<file path="src/rtl/ram_port_arbiter_if.sv">
`default_nettype none
// ============================================================================
//  Module      : ram_port_arbiter_if
//  Description : RAM port bus carrying the MFA/MFC handshake, address, size and data.
//  Revision    : 1.0
// ============================================================================
interface ram_port_arbiter_if #(
    parameter int ADDR_W = 9,
    parameter int DATA_W = 32
);
    logic              ramMFA;
    logic              ramRW;
    logic [ADDR_W-1:0] ramAddress;
    logic [1:0]        ramDataSize;
    logic [DATA_W-1:0] ramDataOut;
    logic [DATA_W-1:0] ramDataIn;
    logic              ramMFC;

    modport master (
        output ramMFA, ramRW, ramAddress, ramDataSize, ramDataOut,
        input  ramDataIn, ramMFC
    );

    modport slave (
        input  ramMFA, ramRW, ramAddress, ramDataSize, ramDataOut,
        output ramDataIn, ramMFC
    );
endinterface
`default_nettype wire

</file>
<file path="src/rtl/ram_port_arbiter.sv">
`default_nettype none
// ============================================================================
//  Module      : ram_port_arbiter
//  Description : Serialises trap, fetch and load/store accesses onto one RAM
//                port with timeout abort.
//  Revision    : 1.0
// ============================================================================
module ram_port_arbiter #(
    parameter int ADDR_W  = 9,
    parameter int DATA_W  = 32,
    parameter int TIMEOUT = 16
) (
    input  wire logic              Clk,
    input  wire logic              reset,
    input  wire logic              trapReq,
    input  wire logic              fetchReq,
    input  wire logic              dataReq,
    input  wire logic [ADDR_W-1:0] trapAddr,
    input  wire logic [ADDR_W-1:0] fetchAddr,
    input  wire logic [ADDR_W-1:0] dataAddr,
    input  wire logic [1:0]        fetchSize,
    input  wire logic [1:0]        dataSize,
    input  wire logic              dataRW,
    input  wire logic [DATA_W-1:0] dataWdata,
    output logic      [2:0]        ack,
    output logic      [2:0]        grant,
    output logic                   err,
    output logic      [DATA_W-1:0] rdata,
    output logic                   busy,
    ram_port_arbiter_if.master     ram
);

    localparam int CNT_W = (TIMEOUT > 1) ? $clog2(TIMEOUT) : 1;
    localparam logic [CNT_W-1:0] c_cnt_last = CNT_W'((TIMEOUT == 0) ? 0 : TIMEOUT - 1);

    typedef enum logic [1:0] {
        S_IDLE  = 2'd0,
        S_ISSUE = 2'd1,
        S_WAIT  = 2'd2,
        S_DONE  = 2'd3
    } state_t;

    state_t            r_state;
    state_t            w_state_nxt;
    logic [2:0]        w_pick;
    logic              w_any;
    logic              w_timeout;
    logic              w_complete;

    logic [2:0]        r_owner;
    logic [2:0]        r_grant;
    logic [2:0]        r_ack;
    logic              r_err;
    logic [DATA_W-1:0] r_rdata;
    logic              r_last_data;
    logic [CNT_W-1:0]  r_cnt;
    logic [ADDR_W-1:0] r_addr;
    logic [1:0]        r_size;
    logic              r_rw;
    logic [DATA_W-1:0] r_wdata;

    always_ff @(negedge Clk or negedge reset) begin
        if (!reset) begin
            r_state <= S_IDLE;
        end else begin
            r_state <= w_state_nxt;
        end
    end

    always_comb begin
        w_state_nxt = r_state;
        w_any       = trapReq | fetchReq | dataReq;
        w_pick      = 3'b000;
        w_timeout   = (TIMEOUT != 0) && (r_cnt == c_cnt_last);
        w_complete  = 1'b0;

        // Fetch/data tie goes to whichever was not served last.
        if (trapReq) begin
            w_pick = 3'b001;
        end else if (fetchReq && dataReq) begin
            w_pick = r_last_data ? 3'b010 : 3'b100;
        end else if (fetchReq) begin
            w_pick = 3'b010;
        end else if (dataReq) begin
            w_pick = 3'b100;
        end

        case (r_state)
            S_IDLE:  if (w_any) w_state_nxt = S_ISSUE;
            S_ISSUE: w_state_nxt = S_WAIT;
            S_WAIT: begin
                w_complete = ram.ramMFC || w_timeout;
                if (w_complete) w_state_nxt = S_DONE;
            end
            S_DONE:  if (!ram.ramMFC) w_state_nxt = S_IDLE;
            default: w_state_nxt = S_IDLE;
        endcase
    end

    always_ff @(negedge Clk or negedge reset) begin
        if (!reset) begin
            r_owner     <= 3'b000;
            r_grant     <= 3'b000;
            r_ack       <= 3'b000;
            r_err       <= 1'b0;
            r_rdata     <= '0;
            r_last_data <= 1'b1;
            r_cnt       <= '0;
            r_addr      <= '0;
            r_size      <= 2'b00;
            r_rw        <= 1'b0;
            r_wdata     <= '0;
        end else begin
            r_ack <= w_complete ? r_owner : 3'b000;
            r_err <= w_complete && !ram.ramMFC;

            if (r_state == S_IDLE && w_any) begin
                r_owner <= w_pick;
                r_grant <= w_pick;
                if (w_pick[0]) begin
                    r_addr  <= trapAddr;
                    r_size  <= 2'b11;
                    r_rw    <= 1'b0;
                    r_wdata <= '0;
                end else if (w_pick[1]) begin
                    r_addr  <= fetchAddr;
                    r_size  <= fetchSize;
                    r_rw    <= 1'b0;
                    r_wdata <= '0;
                end else begin
                    r_addr  <= dataAddr;
                    r_size  <= dataSize;
                    r_rw    <= dataRW;
                    r_wdata <= dataWdata;
                end
            end

            if (r_state == S_ISSUE) begin
                r_cnt <= '0;
            end else if (r_state == S_WAIT && !w_complete) begin
                r_cnt <= r_cnt + CNT_W'(1);
            end

            if (w_complete) begin
                r_grant <= 3'b000;
                // Trap accesses leave the fetch/data fairness history alone.
                if (r_owner[1]) begin
                    r_last_data <= 1'b0;
                end else if (r_owner[2]) begin
                    r_last_data <= 1'b1;
                end
                if (ram.ramMFC && !r_rw) begin
                    r_rdata <= ram.ramDataIn;
                end
            end
        end
    end

    assign ack             = r_ack;
    assign grant           = r_grant;
    assign err             = r_err;
    assign rdata           = r_rdata;
    assign busy            = (r_state != S_IDLE);
    assign ram.ramMFA      = (r_state == S_ISSUE) || (r_state == S_WAIT);
    assign ram.ramRW       = r_rw;
    assign ram.ramAddress  = r_addr;
    assign ram.ramDataSize = r_size;
    assign ram.ramDataOut  = r_wdata;

endmodule
`default_nettype wire
</file>
<file path="src/flat_wrapper.sv">
// flat-port wrapper written by rule: the top's interface ports become plain ports
module ram_port_arbiter_flat 
#(
    parameter int ADDR_W  = 9,
    parameter int DATA_W  = 32,
    parameter int TIMEOUT = 16
)
  (Clk, reset, trapReq, fetchReq, dataReq, trapAddr, fetchAddr, dataAddr, fetchSize, dataSize, dataRW, dataWdata, ack, grant, err, rdata, busy, ram_ramMFA, ram_ramRW, ram_ramAddress, ram_ramDataSize, ram_ramDataOut, ram_ramDataIn, ram_ramMFC);
  ram_port_arbiter_if #(.ADDR_W(ADDR_W), .DATA_W(DATA_W)) ram_i ();
  input  wire logic Clk;
  input  wire logic reset;
  input  wire logic trapReq;
  input  wire logic fetchReq;
  input  wire logic dataReq;
  input  wire logic [ADDR_W-1:0] trapAddr;
  input  wire logic [ADDR_W-1:0] fetchAddr;
  input  wire logic [ADDR_W-1:0] dataAddr;
  input  wire logic [1:0] fetchSize;
  input  wire logic [1:0] dataSize;
  input  wire logic dataRW;
  input  wire logic [DATA_W-1:0] dataWdata;
  output logic      [2:0] ack;
  output logic      [2:0] grant;
  output logic err;
  output logic      [DATA_W-1:0] rdata;
  output logic busy;
  output wire logic [$bits(ram_i.ramMFA)-1:0] ram_ramMFA;
  output wire logic [$bits(ram_i.ramRW)-1:0] ram_ramRW;
  output wire logic [$bits(ram_i.ramAddress)-1:0] ram_ramAddress;
  output wire logic [$bits(ram_i.ramDataSize)-1:0] ram_ramDataSize;
  output wire logic [$bits(ram_i.ramDataOut)-1:0] ram_ramDataOut;
  input wire logic [$bits(ram_i.ramDataIn)-1:0] ram_ramDataIn;
  input wire logic [$bits(ram_i.ramMFC)-1:0] ram_ramMFC;
  assign ram_ramMFA = ram_i.ramMFA;
  assign ram_ramRW = ram_i.ramRW;
  assign ram_ramAddress = ram_i.ramAddress;
  assign ram_ramDataSize = ram_i.ramDataSize;
  assign ram_ramDataOut = ram_i.ramDataOut;
  assign ram_i.ramDataIn = ram_ramDataIn;
  assign ram_i.ramMFC = ram_ramMFC;
  ram_port_arbiter #(.ADDR_W(ADDR_W), .DATA_W(DATA_W), .TIMEOUT(TIMEOUT)) u_core (.Clk(Clk), .reset(reset), .trapReq(trapReq), .fetchReq(fetchReq), .dataReq(dataReq), .trapAddr(trapAddr), .fetchAddr(fetchAddr), .dataAddr(dataAddr), .fetchSize(fetchSize), .dataSize(dataSize), .dataRW(dataRW), .dataWdata(dataWdata), .ack(ack), .grant(grant), .err(err), .rdata(rdata), .busy(busy), .ram(ram_i));
endmodule
</file>
<file path="config.mk">
export PLATFORM = sky130hd
export DESIGN_NAME = ram_port_arbiter_flat
export DESIGN_NICKNAME = d
export VERILOG_FILES = /design/src/rtl/ram_port_arbiter_if.sv /design/src/rtl/ram_port_arbiter.sv /design/src/flat_wrapper.sv
export SDC_FILE = /design/constraint.sdc
export NUM_CORES = 1
export LEC_CHECK = 0
export ABC_AREA = 1
export CELL_PAD_IN_SITES_DETAIL_PLACEMENT = 0
export CELL_PAD_IN_SITES_GLOBAL_PLACEMENT = 1
export CORE_MARGIN = 1
export CORE_UTILIZATION = 32
export DETAILED_ROUTE_END_ITERATION = 16
export GPL_ROUTABILITY_DRIVEN = 0
export MAX_ROUTING_LAYER = met4
export PLACE_DENSITY = 0.89
export SETUP_SLACK_MARGIN = 0.3
export SYNTH_ARGS = -nofsm -noshare
export SYNTH_HDL_FRONTEND = slang
export SYNTH_SLANG_ARGS = --single-unit
export TNS_END_PERCENT = 5
</file>
<file path="constraint.sdc">
create_clock -name Clk -period 2.22 [get_ports Clk]
set_clock_uncertainty 0.05 [all_clocks]
set_input_delay 0.222 -clock Clk [delete_from_list [all_inputs] [get_ports Clk]]
set_output_delay 0.222 -clock Clk [all_outputs]
set_load 0.01 [all_outputs]
</file>
# After elaboration in Yosys (flattened, before gate mapping)
# Cells that the tools add are included.
[op_classes]
add_sub_neg = 1
n_eq_ne = 7
n_mux = 25
bitwise = 2
n_reduce_logical = 18
[op_table]
columns = ["operator", "count"]
rows = [
  ["$mux 32", 2],
  ["$mux 3", 8],
  ["$mux 9", 2],
  ["$mux 2", 5],
  ["$mux 4", 2],
  ["$pmux 2 s4", 1],
  ["$reduce_bool 2->1", 4],
  ["$logic_and 1x1->1", 5],
  ["$mux 1", 5],
  ["$add 4x1->4 const B", 1],
  ["$eq 2x2->1 const B", 2],
  ["$eq 4x4->1 const B", 1],
  ["$ne 2x1->1 const B", 2],
  ["$reduce_and 2->1", 2],
  ["$logic_not 1->1", 3],
  ["$reduce_and 3->1", 1],
  ["$eq 2x1->1 const B", 1],
  ["$logic_not 2->1", 1],
  ["$logic_or 1x1->1", 2],
  ["$ne 2x2->1 const B", 1],
  ["$or 1x1->1", 2],
]
[word_totals]
reg_bits = 93
input_bits = 102
out_inout_bits = 85
wordCells = 65

# Depth between registers and ports, before layout
[logic_depth]
depth_word = 7
mapped_depth = 8

==> results.cfg <==
[sta]
slew_headroom_pct = 54.9
setup_violations = 84
fin_ws_ns = -0.363
finalHoldViolCount = 0
rsz0062_at_grt = true
drv_slew = 0
fin_hold_ws_ns = 0.363
tightest_slew_ns = 0.675

[floorplanning]
num_rows = 40
die_h_um = 115
coreArea_um2 = 12300
dieArea_um2 = 13300
dieWidth_um = 115
start_util_pct = 33.4
io_pins = 187

[critical_path]
crit_slowest_cell = dfrtn_1
critPathMaxFanout = 2
cp-start-kind = register
crit_chain = inv_2 > ha_4 > buf_6
cp_data_arrival_time_ns = 2.31
rrSetupSlack_ns = 0.51
r2r_cells = 7
r2r-end = u_core.rdata[30]
critPathRequiredTime_ns = 1.95
crit_path_max_incr_delay_ns = 0.43
endpoint_kind = output port
setup.worst_path.class = reg2out
r2r-start = u_core.r_state[0]

[min_path]
holdPathEnd = u_core.rdata[8]
min_path_type = reg2reg
hp-start = u_core.rdata[8]
min_path_cells = 2

[cts]
clockBufferDepth = 2
postCtsHoldBufs = 0
htreeDepth = 3
path_clk_slew_ns = 0.05
cts_made_buffers = 9
cts_root_buffer = clkbuf_16
insertion_delay_ns = 0.39
cts_tree = yes
cts.sinks = 93

[power_and_ir_drop]
p_total_uw = 8600
peakVddDrop_uv = 511
p_leak_uw = 0.00359
powerDensity_nw_per_um2 = 1240

[synthesis]
ys_async_sr_fraction_pct = 100
synth_ff_type = dfrtn_1
avgSynthCellArea_um2 = 8.43
netlist_area_um2 = 4100
synth_edf_count = 0
postSynthCellCount = 486
ys.warnings.count = 0
synth_cell_type_count = 25
ys_seq_area_share_pct = 56.9
ys_ff_latch = 93
syn_nets = 594

[finish]
finish.net_count = 819
area_growth_pct = 69.7
n_fill_cell = 1124
num_antenna_cells = 0
drive_gt1_share_pct = 33.3
final_common_cell = nand2_1
utilization_pct = 56.7
final_cell_mix = nand2_1 (179), clkdlybuf4s50_1 (95), dfrtn_1 (92)

[global_route]
track_usage_pct = 19.8
gr-total-overflow = 0
grt_max_degree = 33
antenna_found_initial = 0
grt_pass1_vias = 4140
grt_pass1_wl_um = 20000

[placement]
dp_hpwl_um = 9190
portBuffers = 186

[drt]
vias_per_cell = 4.72
firstDrtPassIters = 4
drt-wirelength-per-cell_um = 14.3
routed_wirelength_um = 12600
vias = 4164
post-route-drc-count = 0
drt_iter0_markers = 207
ant_nets = 0

[outcome]
outcome = finished with violations
violations = negative setup slack

[run]
cap_viol_max_count = 0
==> state kept, by name, indices dropped and copies added (netlist names) <==
register	count
u_core.ram.ramDataOut	32
u_core.ram.ramDataSize	2
u_core.err	1
u_core.r_state	2
u_core.ack	3
u_core.r_owner	3
u_core.ram.ramAddress	9
u_core.r_cnt	4
u_core.ram.ramRW	1
u_core.grant	3
u_core.rdata	32
u_core.r_last_data	1
==> stage by stage <==
stage / cells / area, µm² / worst slack (ns) / setup TNS (ns)
final: 883 / 6950 / -0.363 / -4.35
after global routing: 883 / 6950 / -0.401 / -7.04
after CTS: 878 / 6580 / -0.379 / -5.23
after detailed placement: 860 / 6530 / -0.666 / -54.28
after global placement: 860 / 6530 / -0.616 / -51.76
after floorplan: 486 / 4180 / 0.0567 / 0
==> power by group <==
part / leakage, µW / internal [µW] / switching [µW]
sequential: 0.00120 / 2500 / 431
combinational: 0.00224 / 1920 / 2200
clock: 0.000152 / 881 / 668
==> per-layer routing <==
| metal | wire length [µm] | vias to the layer above | global-route usage [%] |
|---|---|---|---|
| li1 | - | 2008 | - |
| met1 | 5150 | 1988 | 23.5 |
| met2 | 6400 | 145 | 33.1 |
| met3 | 766 | 23 | 3.43 |
| met4 | 308 | 0 | 8.74 |
| met5 | 0 | - | - |
==> logic make-up after synthesis <==
| logic type | synth area share, % |
|---|---|
| buf+inv | 5.16 |
| fa+ha+maj | 1.83 |
| flops | 56.9 |
| compound gates | 2.17 |
| xor+xnor | 0.214 |
| simple gates | 33.8 |
==> critical path, delay by kind of cell (launching register included) <==
kind       cells  cell delay (ns)
flops          1             0.43
fa+ha+maj      1             0.27
buf+inv        2             0.16
==> synthesized netlist by cell type (2+ instances only) <==
library cell | count | area [µm²]
a21oi_1 | 2 | 10.0
dfrtn_1 | 92 | 2300
nand3_1 | 95 | 475
o21ai_1 | 3 | 15.0
nand3b_1 | 2 | 15.0
o21ai_0 | 11 | 55.1
buf_4 | 4 | 30.0
clkbuf_1 | 10 | 37.5
inv_1 | 21 | 78.8
nand2_1 | 198 | 743
ha_1 | 6 | 75.1
nand4_1 | 5 | 31.3
nand2_2 | 3 | 18.8
nor2_1 | 13 | 48.8
nor2_2 | 2 | 12.5
buf_2 | 10 | 50.1
==> what timing repair did <==
item                                    CTS  global route
endpoints found under the setup margin  178           172
buffers inserted                          3             5
pin swaps                                23            70
resized for setup                       402            81
==> how the worst max path moves through the flow <==
| stage | start | endpoint | depth (start not counted) |
|---|---|---|---|
| after floorplan | u_core.r_state[0] | ram_ramMFA | 2 |
| after global placement | dataReq | u_core.ram.ramDataOut[2] | 8 |
| after detailed placement | dataReq | u_core.ram.ramDataOut[22] | 8 |
| after CTS | u_core.r_state[0] | ram_ramMFA | 3 |
| after global routing | u_core.r_state[1] | ram_ramMFA | 3 |
| final | u_core.r_state[1] | ram_ramMFA | 3 |
==> area by class of cell <==
cell class / count / area, µm² / area share [%]
clock inverter: 7 / 73.8 / 1.06
timing repair buffer: 239 / 2100 / 30.2
sequential: 93 / 2330 / 33.5
tap: 168 / 210 / 3.03
clock buffer: 9 / 225 / 3.24
inverter: 21 / 97.6 / 1.40
multi-input combinational: 346 / 1910 / 27.5
(Power assumes the default switching activity.)
